--- config.mk ---
export PLATFORM = sky130hd
export DESIGN_NAME = uart_baud_gen_frac
export DESIGN_NICKNAME = d
export VERILOG_FILES = /design/src/rtl/uart_baud_gen_frac.sv
export SDC_FILE = /design/constraint.sdc
export NUM_CORES = 1
export LEC_CHECK = 0
export BUFFER_PORTS_ARGS = -buffer_cell sky130_fd_sc_hd__buf_4
export CAP_MARGIN = 25
export CORE_MARGIN = 2
export CORE_UTILIZATION = 35
export DETAILED_ROUTE_END_ITERATION = 10
export GPL_TIMING_DRIVEN = 0
export PLACE_DENSITY_LB_ADDON = 0.12
export SYNTH_ARGS = -nofsm -noshare
export SYNTH_HDL_FRONTEND = slang
export SYNTH_SLANG_ARGS = --single-unit
--- constraint.sdc ---
create_clock -name clk -period 3.35 [get_ports clk]
set_input_delay 0 -clock clk [delete_from_list [all_inputs] [get_ports clk]]
set_output_delay 0 -clock clk [all_outputs]
set_load 0.01 [all_outputs]
--- src/rtl/uart_baud_gen_frac.sv ---
// rtl/uart_baud_gen_frac.sv - fractional baud tick generator with selectable oversampling and resync
module uart_baud_gen_frac #(
    parameter int         DIV_W        = 16,
    parameter int         FRAC_W       = 4,
    parameter int         RST_DIV_INT  = 175,
    parameter int         RST_DIV_FRAC = 12,
    parameter logic [1:0] RST_OSR_SEL  = 2'b00
) (
    input  logic              clk,
    input  logic              rst_n,
    input  logic              en,
    input  logic              cfg_load,
    input  logic [DIV_W-1:0]  div_int,
    input  logic [FRAC_W-1:0] div_frac,
    input  logic [1:0]        osr_sel,
    input  logic              resync,
    output logic              os_tick,
    output logic              mid_tick,
    output logic              bit_tick,
    output logic              cfg_err
);

    logic [DIV_W-1:0]  div_q;
    logic [FRAC_W-1:0] frac_q;
    logic [1:0]        osr_q;
    logic [DIV_W:0]    cnt;
    logic [FRAC_W-1:0] acc;
    logic [3:0]        os_cnt;

    logic [FRAC_W:0]   acc_sum;
    logic [DIV_W:0]    len_m1;
    logic [3:0]        os_last;
    logic [3:0]        os_mid;
    logic              period_end;
    logic              load_ok;
    logic              restart;

    // The carry out of the fractional accumulator stretches this period by one cycle.
    assign acc_sum    = {1'b0, acc} + {1'b0, frac_q};
    assign len_m1     = {1'b0, div_q} + {{DIV_W{1'b0}}, acc_sum[FRAC_W]} - (DIV_W+1)'(1);
    assign period_end = (cnt == len_m1);

    always_comb begin
        os_last = 4'd15;
        os_mid  = 4'd7;
        case (osr_q)
            2'b01: begin
                os_last = 4'd12;
                os_mid  = 4'd5;
            end
            2'b10: begin
                os_last = 4'd7;
                os_mid  = 4'd3;
            end
            default: begin
                os_last = 4'd15;
                os_mid  = 4'd7;
            end
        endcase
    end

    assign load_ok = cfg_load && (div_int >= DIV_W'(2));
    // An illegal load still restarts when resync arrives in the same cycle.
    assign restart = load_ok || resync;

    always_ff @(posedge clk or negedge rst_n) begin
        if (!rst_n) begin
            div_q    <= DIV_W'(RST_DIV_INT);
            frac_q   <= FRAC_W'(RST_DIV_FRAC);
            osr_q    <= RST_OSR_SEL;
            cnt      <= '0;
            acc      <= '0;
            os_cnt   <= '0;
            os_tick  <= 1'b0;
            mid_tick <= 1'b0;
            bit_tick <= 1'b0;
            cfg_err  <= 1'b0;
        end else begin
            if (cfg_load) begin
                if (load_ok) begin
                    div_q   <= div_int;
                    frac_q  <= div_frac;
                    osr_q   <= osr_sel;
                    cfg_err <= 1'b0;
                end else begin
                    cfg_err <= 1'b1;
                end
            end
            if (restart) begin
                cnt      <= '0;
                acc      <= '0;
                os_cnt   <= '0;
                os_tick  <= 1'b0;
                mid_tick <= 1'b0;
                bit_tick <= 1'b0;
            end else if (en) begin
                if (period_end) begin
                    cnt      <= '0;
                    acc      <= acc_sum[FRAC_W-1:0];
                    os_tick  <= 1'b1;
                    mid_tick <= (os_cnt == os_mid);
                    bit_tick <= (os_cnt == os_last);
                    os_cnt   <= (os_cnt == os_last) ? 4'd0 : os_cnt + 4'd1;
                end else begin
                    cnt      <= cnt + (DIV_W+1)'(1);
                    os_tick  <= 1'b0;
                    mid_tick <= 1'b0;
                    bit_tick <= 1'b0;
                end
            end else begin
                os_tick  <= 1'b0;
                mid_tick <= 1'b0;
                bit_tick <= 1'b0;
            end
        end
    end

endmodule

==> impl_metrics.ini <==
[layout]
nNetsFinal = 417
final_cells = 490
fin_area_mm2 = 0.00405
drive_gt1_share_pct = 31.2
antenna-diode-count = 0
areaGrowthSynthToFinish_pct = 32.4
utilization_pct = 47.2
fill_cells = 850

[grt]
grt_use_total_pct = 16.1
antenna_found_initial = 0
grt_pass1_wl_um = 12400
grt_pass1_vias = 2592
grt_max_degree = 52
overflow = 0

[floorplanning]
dieHeight_um = 97.5
io_pins = 31
core.rowCount = 34
die-area_mm2 = 0.00951
core_area_mm2 = 0.00859
fp.dieW_um = 97.5
initial_core_util_pct = 35.6

[min_path]
hold_path.class = in2reg

[place]
place_hpwl_um = 5170
placed_cells = 441
port_buffers = 30
gp_congestion = 0.802
postPlaceCellArea_mm2 = 0.00347

[sta]
worst_slack_ps = -288
fmax_mhz = 275
slew_viol_final = 0
rsz0062_at_grt = true
hold_slack_ps = 52.2
fin_setup_tns_ps = -4260
worstMarginPinSlew_ps = 729
min_period_ps = 3640
hold_viol = 0
skew_ps = 19.8
setup_viol = 28
slew_headroom_pct = 50.8
period_share_pct = 109

[logic_synthesis]
avgSynthCellArea_um2 = 10.1
synthesis.area_mm2 = 0.00306
synth_edf_count = 0
synthArstFlopShare_pct = 100
syn_nets = 338
synth-main-ff-cell = dfrtp_1
synthCells = 302
seq_area_frac_synth_pct = 42.0
synth_cell_types = 59
synth-seq-cells = 51
synth_warnings = 0

[routing]
antenna_left = 0
wl_per_cell_um = 15.2
routed_via_density = 5.25
top_layer = met4
via_count = 2572
drt-pass1-iter-count = 4
wl_met3_um = 259
drt-total-wl_um = 7460
drt_iter0_drc = 110
drt-met1-wl_um = 3450
drc = 0
dr_wl_met2_um = 3590

[pwr]
powerDensity_mw_per_mm2 = 320
ir_worst_vdd_mv = 0.179
leakagePower_nw = 1.67

[setup_path]
critPathTopFamily = simple AND/OR/NAND/NOR gates
path_class = reg2reg
cp_max_fo = 6
slowest_stage = or4b_4
path_cells = ha_2, inv_2, fa_2, inv_1, a21o_1, a21oi_2, ha_4, buf_6, or4b_4, a211o_1, a21oi_2, o211ai_1, or4_4, buf_6, or4_1, a21oi_1
cp_slowest_stage_delay_ps = 460
required_ps = 3580
arrival_ps = 3870
setup.worst_path.end_class = flip-flop
cp-start-kind = flip-flop
worst-path-buf-inv = 4

[status]
violations = negative setup slack
outcome = finished, violations left

[job]
drv_cap = 0

[clock_tree]
tritoncts = done
cts_made_buffers = 5
cts_root_buf = clkbuf_8
cts.sink_count = 51
htreeDepth = 2
clk_path_buf_depth = 2
clk_pin_slew_worst_paths_ps = 120
clk_latency_ps = 320
-- cell families after synthesis --
family	after synthesis	synth area share, %
simple gates	111	22.2
flops	51	42.0
compound gates	48	10.1
xor+xnor	36	10.3
buf+inv	25	3.39
mux	22	8.01
fa+ha+maj	9	3.92
-- where the power goes --
group          leakage [nW]  switching, mW  internal (mW)
clock                0.0443          0.228          0.150
sequential            0.652         0.0406          0.651
combinational         0.973          0.105          0.121
total                  1.67          0.374          0.921
-- worst min-delay path: cells and delay by family --
kind	cells	cell delay, ps
compound gates	1	180
buf+inv	1	80
simple gates	1	70
-- sequential cells by signal, summed over array words and instances (netlist names), 2 cells and up --
name	cells
acc	4
cnt	17
div_q	16
frac_q	4
os_cnt	4
osr_q	2
-- metal layers --
metal | vias to the layer above | global-route usage [%]
met5 | - | 0
met4 | 0 | 4.38
met3 | 11 | 3.24
met2 | 47 | 28.1
met1 | 1235 | 20.3
li1 | 1279 | -
-- cells in the final DEF, fill, tap and decap left out, drive strengths merged, types with 3 or more instances in the layout --
master,Yosys,layout
clkbuf,9,13
and3,5,5
dfrtp,43,43
nor4b,3,3
nand3,8,8
dfstp,8,8
nor4,8,8
xnor2,15,15
xor2,21,21
o21ai,11,11
or4,3,3
dlygate4sd3,0,24
nand4,11,11
nor2,12,12
buf,4,53
nor3,22,22
ha,8,8
nor2b,4,4
inv,12,12
o211ai,3,3
nor3b,4,4
nand2,14,14
a21oi,14,14
mux2,20,20
-- synthesized netlist by cell type, types with 9 or more instances --
cell,number,area [um^2]
dfrtp_1,43,1080
a21oi_1,14,70.1
nand2_1,14,52.6
xnor2_1,15,131
nor3_1,21,105
mux2_2,20,225
nor2_1,12,45.0
xor2_1,21,184
clkbuf_1,9,33.8
nand4_1,11,68.8
inv_1,12,45.0
-- layout make-up --
class                           instances  area, um^2  area share, %
Tap cell                              108         135           3.33
Clock buffer                            5        68.8           1.70
Buffer                                 13        72.6           1.79
Multi-Input combinational cell        226        1800           44.5
Timing Repair Buffer                   72         616           15.2
Inverter                               12        45.0           1.11
Clock inverter                          3        25.0          0.617
Sequential cell                        51        1290           31.7
-- through the flow --
stage	setup WS (ps)	power, mW
final	-288	1.30
after global routing	-472	1.37
after CTS	-311	1.32
after detailed placement	-443	0.894
after global placement	-440	0.890
after floorplan	-99.2	0.814
-- final timing paths --
kind	endpoint	startpoint	cells past startpoint	slack (ps)
max in group asynchronous	cnt[15]$_DFFE_PN0P_	rst_n	2	2630
max reg2reg	os_cnt[2]$_DFFE_PN0P_	acc[0]$_DFFE_PN0P_	16	-290
min	cnt[1]$_DFFE_PN0P_	resync	3	50
min in group asynchronous	cnt[0]$_DFFE_PN0P_	rst_n	2	240
min reg2reg	cfg_err$_DFFE_PN0P_	cfg_err$_DFFE_PN0P_	2	520
max	os_cnt[2]$_DFFE_PN0P_	acc[0]$_DFFE_PN0P_	16	-290
-- what timing repair did --
action / in CTS / in global routing
hold endpoints to repair: 66 / 0
endpoints found under the setup margin: 28 / 28
hold buffers: 24 / 0
gates resized for setup: 17 / 12
setup buffers: 12 / 4
gates cloned: 1 / 0
pin swaps: 7 / 5
(Power assumes the default switching activity.)
